--- src/rtl/btime_pkg.sv ---
`default_nettype none
// ============================================================================
// Module      : btime_pkg
// Description : Shared types and constants for the Burger Time ROM download
//               and reset sequencer.
// Contents    : load_state_t   - sequencer state encoding
//               BTIME_ROM_SIZE - exact byte count of a valid ROM image
//               BTIME_DN_ADDR_W- width of the core download address
// Revision    : 1.0 - initial release
// ============================================================================
package btime_pkg;

  typedef enum logic [1:0] {
    IDLE   = 2'd0,
    LOAD   = 2'd1,
    SETTLE = 2'd2,
    RUN    = 2'd3
  } load_state_t;

  localparam int BTIME_ROM_SIZE  = 90112;  // 0x16000
  localparam int BTIME_DN_ADDR_W = 17;

endpackage
`default_nettype wire

--- src/rtl/edge_det.sv ---
`default_nettype none
// ============================================================================
// Module      : edge_det
// Description : Single-register edge detector. Produces one-cycle rise/fall
//               pulses comparing the current level against its registered
//               copy. Also used for the coin/start inputs.
// Ports       : clk   - clock
//               rst_n - synchronous active-low reset (clears the copy to 0)
//               level - input level
//               rise  - level & ~prev
//               fall  - ~level & prev
// Revision    : 1.0 - initial release
// ============================================================================
module edge_det (
  input  logic clk,
  input  logic rst_n,
  input  logic level,
  output logic rise,
  output logic fall
);

  logic prev_q;
  logic prev_d;

  always_comb begin
    prev_d = level;
    rise   = level & ~prev_q;
    fall   = ~level & prev_q;
  end

  always_ff @(posedge clk) begin
    if (!rst_n) begin
      prev_q <= 1'b0;
    end else begin
      prev_q <= prev_d;
    end
  end

endmodule
`default_nettype wire

--- src/rtl/btime_load_seq.sv ---
`default_nettype none
// ============================================================================
// Module      : btime_load_seq
// Description : Sequences ROM download and core reset for the Burger Time
//               core. Registers and range-filters the ioctl write stream,
//               keeps a mod-256 checksum and saturating byte count, and holds
//               the core in reset until a complete image is loaded, then for
//               HOLD_CYC cycles after load completion or external reset.
// Ports       : clk_sys        - system clock
//               reset_n        - synchronous active-low reset
//               ioctl_download - download active level
//               ioctl_wr       - one-cycle byte write strobe
//               ioctl_addr     - 25-bit byte address
//               ioctl_dout     - byte data
//               ext_reset      - external reset level
//               dn_addr/dn_data/dn_wr - registered write port to the core
//               core_reset     - active-high core reset
//               loaded/overflow/checksum/byte_count - last download status
// Revision    : 1.0 - initial release
// ============================================================================
module btime_load_seq
  import btime_pkg::*;
#(
  parameter int ADDR_W   = BTIME_DN_ADDR_W,
  parameter int ROM_SIZE = BTIME_ROM_SIZE,
  parameter int HOLD_CYC = 16
) (
  input  logic              clk_sys,
  input  logic              reset_n,
  input  logic              ioctl_download,
  input  logic              ioctl_wr,
  input  logic [24:0]       ioctl_addr,
  input  logic [7:0]        ioctl_dout,
  input  logic              ext_reset,
  output logic [ADDR_W-1:0] dn_addr,
  output logic [7:0]        dn_data,
  output logic              dn_wr,
  output logic              core_reset,
  output logic              loaded,
  output logic              overflow,
  output logic [7:0]        checksum,
  output logic [17:0]       byte_count
);

  localparam logic [24:0] ROM_LIMIT = 25'(ROM_SIZE);
  localparam logic [17:0] ROM_COUNT = 18'(ROM_SIZE);
  localparam logic [17:0] COUNT_MAX = '1;
  localparam logic [7:0]  HOLD_LAST = 8'(HOLD_CYC - 1);

  logic dl_rise_raw;
  logic dl_rise;
  logic dl_fall;

  edge_det u_dl_edge (
    .clk   (clk_sys),
    .rst_n (reset_n),
    .level (ioctl_download),
    .rise  (dl_rise_raw),
    .fall  (dl_fall)
  );

  load_state_t       state_q,      state_d;
  logic [7:0]        cnt_q,        cnt_d;
  logic              dl_armed_q,   dl_armed_d;
  logic [ADDR_W-1:0] dn_addr_q,    dn_addr_d;
  logic [7:0]        dn_data_q,    dn_data_d;
  logic              dn_wr_q,      dn_wr_d;
  logic              core_reset_q, core_reset_d;
  logic              loaded_q,     loaded_d;
  logic              overflow_q,   overflow_d;
  logic [7:0]        checksum_q,   checksum_d;
  logic [17:0]       byte_count_q, byte_count_d;

  logic in_range;
  logic wr_accept;
  logic wr_drop;

  always_comb begin
    // The edge register comes out of reset at 0, so a download still active
    // across reset would look like a fresh rise. Only arm rise detection once
    // the download level has been seen low, so the remainder of an
    // interrupted download is ignored.
    dl_armed_d = dl_armed_q | ~ioctl_download;
    dl_rise    = dl_rise_raw & dl_armed_q;

    in_range  = (ioctl_addr < ROM_LIMIT);
    wr_accept = (state_q == LOAD) & ioctl_wr & in_range;
    wr_drop   = (state_q == LOAD) & ioctl_wr & ~in_range;

    state_d      = state_q;
    cnt_d        = cnt_q;
    dn_addr_d    = dn_addr_q;
    dn_data_d    = dn_data_q;
    dn_wr_d      = wr_accept;
    loaded_d     = loaded_q;
    overflow_d   = overflow_q;
    checksum_d   = checksum_q;
    byte_count_d = byte_count_q;

    if (wr_accept) begin
      dn_addr_d  = ioctl_addr[ADDR_W-1:0];
      dn_data_d  = ioctl_dout;
      checksum_d = checksum_q + ioctl_dout;
      if (byte_count_q != COUNT_MAX) begin
        byte_count_d = byte_count_q + 18'd1;
      end
    end
    if (wr_drop) begin
      overflow_d = 1'b1;
    end

    if (dl_rise) begin
      state_d      = LOAD;
      cnt_d        = 8'd0;
      loaded_d     = 1'b0;
      overflow_d   = 1'b0;
      checksum_d   = 8'd0;
      byte_count_d = 18'd0;
    end else if (dl_fall && (state_q == LOAD)) begin
      // Completeness uses the _d values so a write landing in the fall cycle
      // is included.
      if ((byte_count_d == ROM_COUNT) && !overflow_d) begin
        loaded_d = 1'b1;
        state_d  = SETTLE;
        cnt_d    = 8'd0;
      end else begin
        loaded_d = 1'b0;
        state_d  = IDLE;
      end
    end else if (ext_reset) begin
      if ((state_q == SETTLE) || (state_q == RUN)) begin
        state_d = SETTLE;
        cnt_d   = 8'd0;
      end
    end else if (state_q == SETTLE) begin
      if (cnt_q == HOLD_LAST) begin
        state_d = RUN;
        cnt_d   = 8'd0;
      end else begin
        cnt_d = cnt_q + 8'd1;
      end
    end

    // Registered alongside the state so core_reset drops on the RUN edge.
    core_reset_d = (state_d != RUN);
  end

  always_ff @(posedge clk_sys) begin
    if (!reset_n) begin
      state_q      <= IDLE;
      cnt_q        <= 8'd0;
      dl_armed_q   <= 1'b0;
      dn_addr_q    <= '0;
      dn_data_q    <= 8'd0;
      dn_wr_q      <= 1'b0;
      core_reset_q <= 1'b1;
      loaded_q     <= 1'b0;
      overflow_q   <= 1'b0;
      checksum_q   <= 8'd0;
      byte_count_q <= 18'd0;
    end else begin
      state_q      <= state_d;
      cnt_q        <= cnt_d;
      dl_armed_q   <= dl_armed_d;
      dn_addr_q    <= dn_addr_d;
      dn_data_q    <= dn_data_d;
      dn_wr_q      <= dn_wr_d;
      core_reset_q <= core_reset_d;
      loaded_q     <= loaded_d;
      overflow_q   <= overflow_d;
      checksum_q   <= checksum_d;
      byte_count_q <= byte_count_d;
    end
  end

  assign dn_addr    = dn_addr_q;
  assign dn_data    = dn_data_q;
  assign dn_wr      = dn_wr_q;
  assign core_reset = core_reset_q;
  assign loaded     = loaded_q;
  assign overflow   = overflow_q;
  assign checksum   = checksum_q;
  assign byte_count = byte_count_q;

endmodule
`default_nettype wire

--- config.mk ---
export PLATFORM = sky130hd
export DESIGN_NAME = btime_load_seq
export DESIGN_NICKNAME = d
export VERILOG_FILES = /design/src/rtl/btime_pkg.sv /design/src/rtl/edge_det.sv /design/src/rtl/btime_load_seq.sv
export SDC_FILE = /design/constraint.sdc
export NUM_CORES = 1
export LEC_CHECK = 0
export ABC_AREA = 1
export CAP_MARGIN = 25
export CORE_MARGIN = 1.5
export CORE_UTILIZATION = 45
export CTS_BUF_LIST = sky130_fd_sc_hd__clkbuf_4 sky130_fd_sc_hd__clkbuf_8
export CTS_CLUSTER_DIAMETER = 200
export DETAILED_ROUTE_END_ITERATION = 7
export DONT_BUFFER_PORTS = 1
export SLEW_MARGIN = 20
export SYNTH_ARGS = -nofsm -noshare
export SYNTH_HDL_FRONTEND = slang
export SYNTH_SLANG_ARGS = --single-unit
--- constraint.sdc ---
create_clock -name clk_sys -period 6.5 [get_ports clk_sys]
set_input_delay 1.3 -clock clk_sys [delete_from_list [all_inputs] [get_ports clk_sys]]
set_output_delay 1.3 -clock clk_sys [all_outputs]
set_load 0.02 [all_outputs]
==> flow_metrics.env <==
export IMPL_clk_transition_reported_paths_ns=0.08
export IMPL_fin_skew_ns=0.009715
export IMPL_met3_usage=0.05276
export IMPL_syn_nets=568
export IMPL_sw_frac_of_total=0.2463
export IMPL_fin_crit_ns=3.475
export IMPL_finalCritPeriodShare=0.5346
export IMPL_status="complete, no violations"
export IMPL_critPathKind="primary input to flop"
export IMPL_dp_cells=606
export IMPL_required_ns=6.75
export IMPL_grt_overflow_total=0
export IMPL_globalRouteMet1Util=0.2558
export IMPL_ys_seq_area_frac=0.3799
export IMPL_timing_max_cap_violations=0
export IMPL_synth_edf_count=0
export IMPL_ant_nets=0
export IMPL_reg2reg_from="byte_count[0]$_SDFF_PP0_"
export IMPL_p_int_uw=604.0
export IMPL_combPwrFrac=0.033
export IMPL_cts_buffers=9
export IMPL_area_delta_synth_final_pct=7.087
export IMPL_hpwlAfterDp_um=5946
export IMPL_multi_input_area_um2=1909
export IMPL_vias_per_cell=5.156
export IMPL_clock_sinks=67
export IMPL_start_kind="primary input"
export IMPL_track_usage=0.1991
export IMPL_globalplace_congestion=0.8538
export IMPL_n_antenna_cell=0
export IMPL_final_cell_mix="nand2_1, dfxtp_1, nor2_1, a21oi_1, inv_1"
export IMPL_root_buffer="clkbuf_8"
export IMPL_drv_slew=0
export IMPL_grt_pass1_wl_um=13680
export IMPL_ys_ff_latch=67
export IMPL_rows=32
export IMPL_ys_flop_type="dfxtp_1"
export IMPL_netlist_instances=520
export IMPL_drive_above_1_share=0.08077
export IMPL_dr_first_iter_drc_count=175
export IMPL_core_um2=7647
export IMPL_antenna_found_initial=0
export IMPL_hold_violations=0
export IMPL_postSynth_asyncResetShare=0
export IMPL_vdd_drop_max_mv=0.1553
export IMPL_power_total_uw=801.4
export IMPL_die_h_um=91.58
export IMPL_cts_setup_buffers=0
export IMPL_cp_arrival_ns=3.72
export IMPL_drc=0
export IMPL_nets=563
export IMPL_grt_setup_unrepaired="false"
export IMPL_ctsHoldBuffers=0
export IMPL_met2_usage=0.3153
export IMPL_fmax_mhz=287.8
export IMPL_worstSetupEndpointType="flop"
export IMPL_power_density_nw_per_um2=212.0
export IMPL_grt_max_degree=41
export IMPL_final_common_cell="nand2_1"
export IMPL_ys_types=38
export IMPL_port_buffers=0
export IMPL_fin_util=0.4944
export IMPL_yosysWarnings=0
export IMPL_p_sw_uw=197.4
export IMPL_first_global_vias=3033
export IMPL_path_max_fanout=27
export IMPL_fp_dieArea_um2=8387
export IMPL_cts_tree="built"
export IMPL_r2r_slack_ns=3.68
export IMPL_cts_max_path_buffers=2
export IMPL_initial_core_util=0.4617
export IMPL_hold_start="dl_armed_q$_SDFF_PN0_"
export IMPL_ioPinCount=93
export IMPL_tns_ns=0
export IMPL_maxSlewHeadroom=0.3491
export IMPL_seq_area_um2=1341
export IMPL_worst_pin_slew_ns=0.9728
export IMPL_wire_per_inst_um=13.10
export IMPL_hold_depth=2
export IMPL_clk_latency_ns=0.33
export IMPL_h_tree_depth=3
export IMPL_hp_class="flop to flop"
export IMPL_globalRoute_busiestLayer="met2"
export IMPL_r2r_cells=16
export IMPL_setup_viol=0
export IMPL_clockPowerShare=0.451
export IMPL_drtPass1Iterations=4
export IMPL_vias=3207
export IMPL_seqPwrFrac=0.517
export IMPL_postCtsResizedCells=0
export IMPL_fill_cells=797
export IMPL_syn_area_um2=3531
export IMPL_final_cells=622
export IMPL_p_leak_uw=0.001547
export IMPL_wirelength_um=8148
export IMPL_hold_end="dl_armed_q$_SDFF_PN0_"
export IMPL_die_w_um=91.58
export IMPL_timing_rr_end="core_reset$_SDFF_PN1_"
export IMPL_synth_area_per_cell_um2=6.790
-- cells by family after synthesis --
group / after synthesis / share of synthesized area
buf+inv: 66 / 0.07937
compound gates: 77 / 0.1152
flops: 67 / 0.3799
simple gates: 286 / 0.3526
fa+ha+maj: 10 / 0.03756
mux: 2 / 0.005670
xor+xnor: 12 / 0.02977
-- worst max-delay path, cell delays in order --
cell and delay, ns:
clkinv_1 0.52, nor2_1 0.98, inv_1 0.63, a21oi_1 0.27
-- registers in the layout (all words and copies together), names as in the netlist, 2 cells and up --
register	cells
byte_count	18
checksum	8
cnt_q	8
state_q	2
dn_data	8
dn_addr	17
-- how the worst max path moves through the flow --
stage	depth (start not counted)	startpoint	to	slack [ns]
final	4	reset_n	checksum[0]$_SDFFE_PP0N_	3.03
after global routing	4	reset_n	checksum[0]$_SDFFE_PP0N_	2.70
after CTS	4	reset_n	checksum[0]$_SDFFE_PP0N_	2.97
after detailed placement	4	reset_n	checksum[0]$_SDFFE_PP0N_	2.61
after global placement	4	reset_n	byte_count[7]$_SDFF_PP0_	2.74
after floorplan	16	ioctl_addr[22]	cnt_q[6]$_SDFFE_PP0P_	3.55
-- cell usage after synthesis, types with 3 or more instances --
| cell | n | area [µm²] |
|---|---|---|
| nand3_1 | 39 | 195.2 |
| nand2_2 | 3 | 18.77 |
| nand2_1 | 152 | 570.6 |
| nor2_4 | 3 | 33.78 |
| nand3_2 | 4 | 40.04 |
| nand4_1 | 6 | 37.54 |
| inv_1 | 46 | 172.7 |
| o21ai_0 | 15 | 75.07 |
| xnor2_1 | 6 | 52.55 |
| xor2_1 | 6 | 52.55 |
| nor2_1 | 63 | 236.5 |
| nor2_2 | 4 | 25.02 |
| clkbuf_1 | 8 | 30.03 |
| dfxtp_1 | 67 | 1341 |
| buf_1 | 3 | 11.26 |
| or2_2 | 4 | 25.02 |
| ha_1 | 9 | 112.6 |
| a21oi_1 | 53 | 265.3 |
-- power groups by stage --
stage          combinational, µW  clock, µW  sequential (µW)
4_1_cts                     26.7        367              414
6_report                    26.2        361              414
2_1_floorplan               22.1          0              423
3_5_place_dp                26.4          0              424
3_3_place_gp                26.0          0              424
5_1_grt                     30.2        390              414
-- metal layers --
| metal | share of wire | vias to the layer above |
|---|---|---|
| li1 | - | 1657 |
| met1 | 0.46 | 1441 |
| met2 | 0.45 | 98 |
| met3 | 0.070 | 11 |
| met4 | 0.016 | 0 |
| met5 | 0 | - |
-- area by class of cell --
cell class | instances | share of cell area
Clock inverter | 7 | 0.02217
Sequential cell | 67 | 0.3547
Inverter | 48 | 0.04765
Tap cell | 102 | 0.03375
Clock buffer | 9 | 0.03276
Timing Repair Buffer | 2 | 0.003971
Multi-Input combinational cell | 387 | 0.5050
-- metrics by stage --
stage	area, µm²	setup slack, ns	hold WS, ns
2_1_floorplan	3531	3.547	0.4321
3_3_place_gp	3573	2.738	0.4437
3_5_place_dp	3573	2.613	0.4492
4_1_cts	3781	2.967	0.4611
5_1_grt	3781	2.702	0.4852
6_report	3781	3.025	0.4577
No activity file was read; power rests on OpenSTA's default activity.
